--- src/rtl/cc_regbank_pkg.sv ---
// Shared definitions for the general register bank write side and its read mux.
// The selection encoding and register count here must match the datapath read selector.
package cc_regbank_pkg;

    localparam int DATAWIDTH_MUX_SELECTION = 6;
    localparam int DATAWIDTH_BUS           = 32;
    localparam int NUM_REGS                = 38;
    localparam int REG_ZERO                = 0;
    localparam int ERRCNT_WIDTH            = 8;

    typedef enum logic [1:0] {
        IDLE,
        DRAIN,
        CLEAR
    } state_t;

endpackage

--- src/rtl/cc_regbank_decoder.sv ---
// Turns a register selection into a one-hot load enable; the inverse of the read mux selection.
// Register zero is hardwired, so its enable bit never fires.
module cc_regbank_decoder
    import cc_regbank_pkg::*;
#(
    parameter int DATAWIDTH_MUX_SELECTION = cc_regbank_pkg::DATAWIDTH_MUX_SELECTION,
    parameter int NUM_REGS                = cc_regbank_pkg::NUM_REGS
) (
    input  logic [DATAWIDTH_MUX_SELECTION-1:0] sel,
    input  logic                               enable,
    output logic [NUM_REGS-1:0]                load_en,
    output logic                               out_of_range
);

    always_comb begin
        load_en      = '0;
        out_of_range = 1'b0;
        for (int k = 0; k < NUM_REGS; k++) begin
            if (k != REG_ZERO && int'(sel) == k) begin
                load_en[k] = enable;
            end
        end
        if (int'(sel) >= NUM_REGS) begin
            out_of_range = enable;
        end
    end

endmodule

--- src/rtl/cc_regbank_write_demux.sv ---
// Write side of the general register bank: valid/ready write port, one-deep write stage,
// clear sequencer and saturating out-of-range error counter; exports all registers as a flat bus.
module cc_regbank_write_demux
    import cc_regbank_pkg::*;
#(
    parameter int DATAWIDTH_MUX_SELECTION = cc_regbank_pkg::DATAWIDTH_MUX_SELECTION,
    parameter int DATAWIDTH_BUS           = cc_regbank_pkg::DATAWIDTH_BUS,
    parameter int NUM_REGS                = cc_regbank_pkg::NUM_REGS,
    parameter int ERRCNT_WIDTH            = cc_regbank_pkg::ERRCNT_WIDTH
) (
    input  logic                                CC_REGBANK_CLOCK_50,
    input  logic                                CC_REGBANK_RESET_InHigh,
    input  logic                                CC_WR_Valid_In,
    output logic                                CC_WR_Ready_Out,
    input  logic [DATAWIDTH_MUX_SELECTION-1:0]  CC_WR_Selection_In,
    input  logic [DATAWIDTH_BUS-1:0]            CC_WR_DataBUS_In,
    input  logic                                CC_CLR_Start_In,
    output logic                                CC_CLR_Done_Out,
    output logic                                CC_WR_Error_Out,
    output logic [ERRCNT_WIDTH-1:0]             CC_WR_ErrCount_Out,
    output logic [NUM_REGS*DATAWIDTH_BUS-1:0]   CC_REGBANK_DataBUS_Out
);

    state_t state;
    state_t state_next;

    logic                               accept;
    logic                               stage_valid;
    logic [DATAWIDTH_MUX_SELECTION-1:0] stage_sel;
    logic [DATAWIDTH_BUS-1:0]           stage_data;
    logic [DATAWIDTH_MUX_SELECTION-1:0] clr_idx;
    logic                               clr_last;
    logic [NUM_REGS-1:0]                load_en;
    logic                               out_of_range;
    logic                               error_pulse;
    logic                               done_pulse;
    logic [ERRCNT_WIDTH-1:0]            err_count;
    logic [DATAWIDTH_BUS-1:0]           regs [NUM_REGS];

    assign accept   = CC_WR_Valid_In && CC_WR_Ready_Out;
    assign clr_last = (int'(clr_idx) == NUM_REGS - 1);

    always_ff @(posedge CC_REGBANK_CLOCK_50) begin
        if (CC_REGBANK_RESET_InHigh) begin
            state <= IDLE;
        end else begin
            state <= state_next;
        end
    end

    always_comb begin
        state_next = state;
        case (state)
            IDLE:    if (CC_CLR_Start_In) state_next = DRAIN;
            DRAIN:   state_next = CLEAR;
            CLEAR:   if (clr_last) state_next = IDLE;
            default: state_next = IDLE;
        endcase
    end

    // Ready comes from registered state only, so Valid never loops back into it.
    always_comb begin
        CC_WR_Ready_Out = (state == IDLE);
    end

    always_ff @(posedge CC_REGBANK_CLOCK_50) begin
        if (CC_REGBANK_RESET_InHigh) begin
            stage_valid <= 1'b0;
            stage_sel   <= '0;
            stage_data  <= '0;
        end else begin
            stage_valid <= accept;
            if (accept) begin
                stage_sel  <= CC_WR_Selection_In;
                stage_data <= CC_WR_DataBUS_In;
            end
        end
    end

    cc_regbank_decoder #(
        .DATAWIDTH_MUX_SELECTION (DATAWIDTH_MUX_SELECTION),
        .NUM_REGS                (NUM_REGS)
    ) u_decoder (
        .sel          (stage_sel),
        .enable       (stage_valid),
        .load_en      (load_en),
        .out_of_range (out_of_range)
    );

    // Terminal compare is checked before the increment, so the index stops at NUM_REGS-1.
    always_ff @(posedge CC_REGBANK_CLOCK_50) begin
        if (CC_REGBANK_RESET_InHigh) begin
            clr_idx <= '0;
        end else if (state == DRAIN) begin
            clr_idx <= DATAWIDTH_MUX_SELECTION'(1);
        end else if (state == CLEAR && !clr_last) begin
            clr_idx <= clr_idx + DATAWIDTH_MUX_SELECTION'(1);
        end
    end

    always_ff @(posedge CC_REGBANK_CLOCK_50) begin
        if (CC_REGBANK_RESET_InHigh) begin
            error_pulse <= 1'b0;
            done_pulse  <= 1'b0;
            err_count   <= '0;
        end else begin
            error_pulse <= out_of_range;
            done_pulse  <= (state == CLEAR) && clr_last;
            if (out_of_range && err_count != '1) begin
                err_count <= err_count + ERRCNT_WIDTH'(1);
            end
        end
    end

    assign CC_WR_Error_Out    = error_pulse;
    assign CC_CLR_Done_Out    = done_pulse;
    assign CC_WR_ErrCount_Out = err_count;

    // Register zero has no load enable and is never cleared to anything but zero.
    always_ff @(posedge CC_REGBANK_CLOCK_50) begin
        if (CC_REGBANK_RESET_InHigh) begin
            for (int k = 0; k < NUM_REGS; k++) begin
                regs[k] <= '0;
            end
        end else begin
            for (int k = 0; k < NUM_REGS; k++) begin
                if (state == CLEAR && int'(clr_idx) == k) begin
                    regs[k] <= '0;
                end else if (load_en[k]) begin
                    regs[k] <= stage_data;
                end
            end
        end
    end

    always_comb begin
        CC_REGBANK_DataBUS_Out = '0;
        for (int k = 0; k < NUM_REGS; k++) begin
            CC_REGBANK_DataBUS_Out[k*DATAWIDTH_BUS +: DATAWIDTH_BUS] = regs[k];
        end
    end

endmodule

--- config.mk ---
export PLATFORM = sky130hd
export DESIGN_NAME = cc_regbank_write_demux
export DESIGN_NICKNAME = d
export VERILOG_FILES = /design/src/rtl/cc_regbank_pkg.sv /design/src/rtl/cc_regbank_decoder.sv /design/src/rtl/cc_regbank_write_demux.sv
export SDC_FILE = /design/constraint.sdc
export NUM_CORES = 1
export LEC_CHECK = 0
export ABC_AREA = 0
export CORE_AREA = 8 8 494 496
export CTS_CLUSTER_SIZE = 25
export DETAILED_ROUTE_END_ITERATION = 10
export DIE_AREA = 0 0 502 504
export PLACE_DENSITY = 0.5
export SETUP_SLACK_MARGIN = 0.3
export SLEW_MARGIN = 20
export SYNTH_ARGS = -nofsm -noshare
export SYNTH_HDL_FRONTEND = slang
export SYNTH_HIERARCHICAL = 1
export SYNTH_SLANG_ARGS = --single-unit
--- constraint.sdc ---
create_clock -name CC_REGBANK_CLOCK_50 -period 5 [get_ports CC_REGBANK_CLOCK_50]
set_input_delay 0.75 -clock CC_REGBANK_CLOCK_50 [delete_from_list [all_inputs] [get_ports CC_REGBANK_CLOCK_50]]
set_output_delay 0.75 -clock CC_REGBANK_CLOCK_50 [all_outputs]
set_load 0.005 [all_outputs]
==> flow_metrics.env, run 1 <==
export IMPL_status="complete, but fails checks"
export IMPL_violations="slew limit"
export IMPL_final_setup_skew_ns=0.0586
export IMPL_irDropWorstVdd_v=0.000289
export IMPL_dieArea_um2=253000
export IMPL_htree_levels=4
export IMPL_cts_sinks=1273
export IMPL_grt_setup_unrepaired="no"
export IMPL_drive_gt1_share_pct=10.3
export IMPL_grt_pass1_vias=31900
export IMPL_antenna_found_initial=23
export IMPL_drv_cap=0
export IMPL_synth_seq_cells=1273
export IMPL_hold_path_class="in -> reg"
export IMPL_setup_viol=0
export IMPL_clockBufferDepth=3
export IMPL_floorplan_initialDensity_pct=19.6
export IMPL_critical_path_peak_fanout=32
export IMPL_netlist_area_leader_share_pct=79.0
export IMPL_cts_resized=0
export IMPL_fin_nets=4480
export IMPL_worst_pin_slew_ns=2.25
export IMPL_crit_type="reg -> reg"
export IMPL_cts_tree="done"
export IMPL_start_kind="flop"
export IMPL_fmax_mhz=292
export IMPL_period_needed_ns=3.42
export IMPL_syn_cell_area_um2=46200
export IMPL_synth_area_leaders="edfxtp_1, nor2_1, dfxtp_1, clkbuf_1, buf_2"
export IMPL_cp_end_kind="flop"
export IMPL_detail_route_first_pass_iterations=5
export IMPL_slew_violations=33
export IMPL_die_w_um=502
export IMPL_synth_common_cells="nor2_1, edfxtp_1, clkbuf_1, buf_2, nand2_1"
export IMPL_hold_violations=0
export IMPL_synth_seq_area_share_pct=81.5
export IMPL_syn_avg_cell_area_um2=14.5
export IMPL_dr_total_vias=31800
export IMPL_vias_per_cell=4.12
export IMPL_tns_ns=0
export IMPL_post_synth_top_count_cell="nor2_1"
export IMPL_grt_pass1_wl_um=303000
export IMPL_io_buffers=1268
export IMPL_gr_usage_all_layers_pct=17.7
export IMPL_io_pin_count=1269
export IMPL_synth_edf_count=1216
export IMPL_grt_max_degree=57
export IMPL_max_slew_margin_rel_pct=-50.1
export IMPL_drtIter0Drc=2846
export IMPL_ant_nets=0
export IMPL_drc=0
export IMPL_cts_setup_buffers=0
export IMPL_synthesis_nets=3243
export IMPL_dp_hpwl_um=158000
export IMPL_die_height_um=504
export IMPL_yosysWarnings=6
export IMPL_insertion_delay_ns=0.80
export IMPL_worst_hold_slack_ns=0.417
export IMPL_crit_slowest_cell="or4b_1"
export IMPL_grt_overflow=0
export IMPL_wl_per_cell_um=30.3
export IMPL_design_area_um2=68000
export IMPL_crit_chain="or4b_1, nor2_1, a211o_2"
export IMPL_root_buffer="clkbuf_16"
export IMPL_postCtsHoldBufs=0
export IMPL_ys_types=54
export IMPL_synthArstFlopShare_pct=0
export IMPL_critPathMaxStageDelay_ns=0.87
export IMPL_yosysTopAreaCell="edfxtp_1"
export IMPL_clk_pin_slew_ns=0.06
export IMPL_dpl_instance_area_um2=63300
export IMPL_gp_congestion=0.775
export IMPL_cts_buffers=145
export IMPL_arrival_ns=3.80
export IMPL_rows=179
export IMPL_ys_flop_type="edfxtp_1"
export IMPL_p_leak_uw=0.0222
export IMPL_syn_to_final_growth_pct=47.1
export IMPL_power_density_nw_per_um2=360
export IMPL_wirelength_um=234000
export IMPL_cp_required_ns=5.37
export IMPL_finalCritPeriodShare_pct=68.5
export IMPL_netlist_instances=3196
export IMPL_core_um2=236000
## placed cells by master (no fill, tap or decap), drive strengths merged, types with 9 or more instances in the layout
cell	netlist	routed
a211o	17	17
buf	119	118
nor2	1257	1257
o31ai	16	16
nand3b	9	9
edfxtp	1216	1216
inv	8	18
o21ai	44	44
a21oi	45	45
clkdlybuf4s50	0	1267
clkinv	0	66
clkbuf	176	180
nand2b	42	42
nor3	21	21
nor4	12	12
dfxtp	57	57
nand2	83	83
## worst max-delay path: cells and delay by family, from the launching register on
| kind | cells | cell delay (ns) |
|---|---|---|
| AND/OR/NAND/NOR | 2 | 1.29 |
| AO/OA/AOI/OAI | 1 | 0.82 |
| flip-flops | 1 | 0.78 |
## cell families (layout without fill, tap and decap cells)
logic type / count (synthesis) / after routing / share of synthesized area (%)
adder cells (fa/ha/maj): 5 / 5 / 0.135
AND/OR/NAND/NOR: 1470 / 1470 / 13.0
other: 1 / 6 / 0.00812
multiplexers: 3 / 3 / 0.0704
buffers and inverters: 303 / 1656 / 3.13
flip-flops: 1273 / 1273 / 81.5
AO/OA/AOI/OAI: 141 / 141 / 2.16
## layout make-up
class,instances,area (um2)
tap,3167,3960
fill,24000,168000
inverter,8,30.0
antenna,5,12.5
multi-input combinational,1620,7930
clock buffer,180,3790
timing repair buffer,1385,13800
sequential,1273,37700
clock inverter,83,778
## routing by layer
metal | share of wire (%) | wire length (um) | global-route usage [%] | up-vias
li1 | - | - | - | 13500
met1 | 39 | 90600 | 20.9 | 16300
met2 | 48 | 112000 | 29.8 | 1713
met3 | 10 | 23800 | 6.39 | 322
met4 | 3.3 | 7670 | 5.58 | 2
met5 | 0.0034 | 8 | 0 | -
## sequential cells by signal (all words and copies together) (netlist names)
name and flops:
stage_sel 6, CC_WR_ErrCount_Out 8, state 2, regs 1216
stage_valid 1, stage_data 32, CC_CLR_Done_Out 1, CC_WR_Error_Out 1
clr_idx 6
## worst paths after layout
path | startpoint | to | slack [ns] | depth (start not counted)
min | CC_REGBANK_RESET_InHigh | stage_data[2] | 0.42 | 2
max | state[1] | regs[1][24] | 1.58 | 3
min reg2reg | stage_data[23] | stage_data[23] | 0.49 | 2
max reg2reg | state[1] | regs[1][24] | 1.58 | 3
## report_power, final
part	leakage [uW]	switching (uW)	internal, uW
Sequential	0.0130	170	12000
Combinational	0.00696	1100	746
Clock	0.00220	4780	5640
Total	0.0222	6060	18400
## metrics by stage
step	utilization (%)	instances	power [uW]	setup WS (ns)
floorplan	-	3196	12800	0.951
global placement	26.7	7440	14300	1.59
detailed placement	26.8	7449	14300	1.55
CTS	28.7	7712	24800	1.50
global route	28.8	7718	25200	1.41
finish	28.8	7721	24500	1.58
Power figures use the tool's default switching activity.
==> inputs of run 2 (changes only) <==
PLACE_DENSITY = 0.52   (was 0.5)
clock period = 3 ns   (was 5 ns; I/O delays follow)
==> flow_metrics.env, run 2 (same netlist as run 1, synthesis figures left out) <==
export IMPL_status="complete, but fails checks"
export IMPL_violations="slew limit"
export IMPL_seqCellArea_um2=37700
export IMPL_crit_slowest_cell="or4b_1"
export IMPL_multi_input_area_um2=7950
export IMPL_fill_cells=23800
export IMPL_cts_buffers=144
export IMPL_finalPower_uw=40800
export IMPL_die_w_um=502
export IMPL_crit_type="reg -> reg"
export IMPL_power_frac_comb_pct=8.0
export IMPL_drc=0
export IMPL_clk_pin_slew_ns=0.06
export IMPL_r2r_slack_ns=0.40
export IMPL_crit_family="simple AND/OR/NAND/NOR gates"
export IMPL_worst_hold_slack_ns=0.207
export IMPL_slew_violations=33
export IMPL_grt_pass1_vias=32300
export IMPL_floorplan_initialDensity_pct=19.6
export IMPL_grt_overflow=0
export IMPL_insertion_delay_ns=0.80
export IMPL_worst_pin_slew_ns=1.94
export IMPL_layout_commonest_cell="clkdlybuf4s50_1"
export IMPL_detail_route_first_pass_iterations=7
export IMPL_final_setup_skew_ns=0.0591
export IMPL_dpl_instance_area_um2=64800
export IMPL_hold_path_class="in -> reg"
export IMPL_critical_path_buf_inv_count=1
export IMPL_p_clk_share_pct=42.2
export IMPL_io_pin_count=1269
export IMPL_clockBufferDepth=3
export IMPL_max_slew_margin_rel_pct=-29.2
export IMPL_gp_congestion=0.764
export IMPL_tns_ns=0
export IMPL_power_density_nw_per_um2=589
export IMPL_p_switching_uw=9890
export IMPL_cts_sinks=1273
export IMPL_syn_to_final_growth_pct=50.2
export IMPL_largest_reg_flops=1216
export IMPL_setup_viol=0
export IMPL_core_um2=236000
export IMPL_gr_usage_all_layers_pct=17.4
export IMPL_postLayoutCoreUtil_pct=29.4
export IMPL_antenna_found_initial=22
export IMPL_dp_hpwl_um=153000
export IMPL_irDropWorstVdd_v=0.000475
export IMPL_drv_cap=0
export IMPL_p_leak_uw=0.0229
export IMPL_drtIter0Drc=3000
export IMPL_design_area_um2=69400
export IMPL_top_register="regs"
export IMPL_p_seq_share_pct=49.7
export IMPL_fmax_mhz=385
export IMPL_fin_nets=4549
export IMPL_grt_max_degree=43
export IMPL_final_cell_mix="clkdlybuf4s50_1, nor2_1, edfxtp_1"
export IMPL_p_int_uw=31000
export IMPL_wl_per_cell_um=29.6
export IMPL_arrival_ns=3.02
export IMPL_cts_tree="done"
export IMPL_switching_share_pct=24.2
export IMPL_vias_per_cell=4.11
export IMPL_critPathMaxStageDelay_ns=0.80
export IMPL_crit_chain="or4b_1, nor2_1, a211o_2, buf_12"
export IMPL_cp_required_ns=3.42
export IMPL_dieArea_um2=253000
export IMPL_io_buffers=1268
export IMPL_finalCritPeriodShare_pct=86.7
export IMPL_dr_total_vias=32100
export IMPL_die_height_um=504
export IMPL_hold_violations=0
export IMPL_period_needed_ns=2.60
export IMPL_htree_levels=4
export IMPL_start_kind="flop"
export IMPL_grt_pass1_wl_um=300000
export IMPL_root_buffer="clkbuf_16"
export IMPL_ant_nets=0
export IMPL_drive_gt1_share_pct=11.6
export IMPL_wirelength_um=231000
export IMPL_critical_path_peak_fanout=32
export IMPL_rows=179
export IMPL_cp_end_kind="flop"
export IMPL_grt_setup_unrepaired="no"
run 2: cell count changes in the layout (fill, tap and decap cells not counted), moves of 4 or more:
cell,previous run,this run
buf_12,9,89
diode_2,5,14
buf_4,103,95
clkinv_1,31,36
clkinv_2,20,15
clkinvlp_4,4,9
buf_16,6,2
clkinv_16,8,4
clkinv_4,4,0
run 2: worst reg2reg max path: stages, from the launching register on:
cell     delay, ns
dfxtp_1       0.47
or4b_1        0.80
nor2_1        0.40
a211o_2       0.23
buf_12        0.21
run 2: metrics by stage:
step	instances	setup WS, ns
2_1_floorplan	3196	-0.185
6_report	7798	0.399
5_1_grt	7790	0.308
3_5_place_dp	7518	0.257
3_3_place_gp	7514	0.216
4_1_cts	7781	0.311
run 2: cell type report:
class                           instances  area share, %
Multi-Input combinational cell       1621           11.5
Antenna cell                           14         0.0505
Clock buffer                          176           5.40
Tap cell                             3167           5.71
Inverter                                8         0.0433
Timing Repair Buffer                 1454           22.0
Sequential cell                      1273           54.3
Clock inverter                         85           1.11
run 2: worst paths after layout:
| check | startpoint | to | cells past startpoint |
|---|---|---|---|
| worst min register to register | stage_sel[3] | stage_sel[3] | 2 |
| worst min-delay path | CC_WR_DataBUS_In[3] | stage_data[3] | 3 |
| worst max register to register | clr_idx[2] | regs[1][46] | 4 |
| worst max-delay path | clr_idx[2] | regs[1][46] | 4 |
run 2: power by group through the flow:
stage / sequential [uW] / combinational [uW] / clock (uW)
floorplan: 20700 / 647 / 0
global placement: 20700 / 3320 / 0
detailed placement: 20700 / 3340 / 0
CTS: 20300 / 3360 / 17800
global route: 20400 / 3440 / 18300
finish: 20300 / 3280 / 17300
run 2: timing repair:
action | 4_1_cts | 5_1_grt
resized for setup | 4 | 1
hold buffers | 1 | 0
hold endpoints to repair | 11 | 0
endpoints found under the setup margin | 12 | 21
pin swaps | 2 | 1
cloned | 1 | 0
buffers inserted | 0 | 3
run 2: routing by layer:
metal | share of wire (%) | routed length, um | vias to the layer above | global-route usage, %
met5 | 0.0039 | 9 | - | 0
met4 | 3.6 | 8290 | 2 | 6.27
met3 | 11 | 25200 | 328 | 6.85
li1 | - | - | 13700 | -
met2 | 47 | 109000 | 1802 | 28.8
met1 | 38 | 88500 | 16300 | 20.4
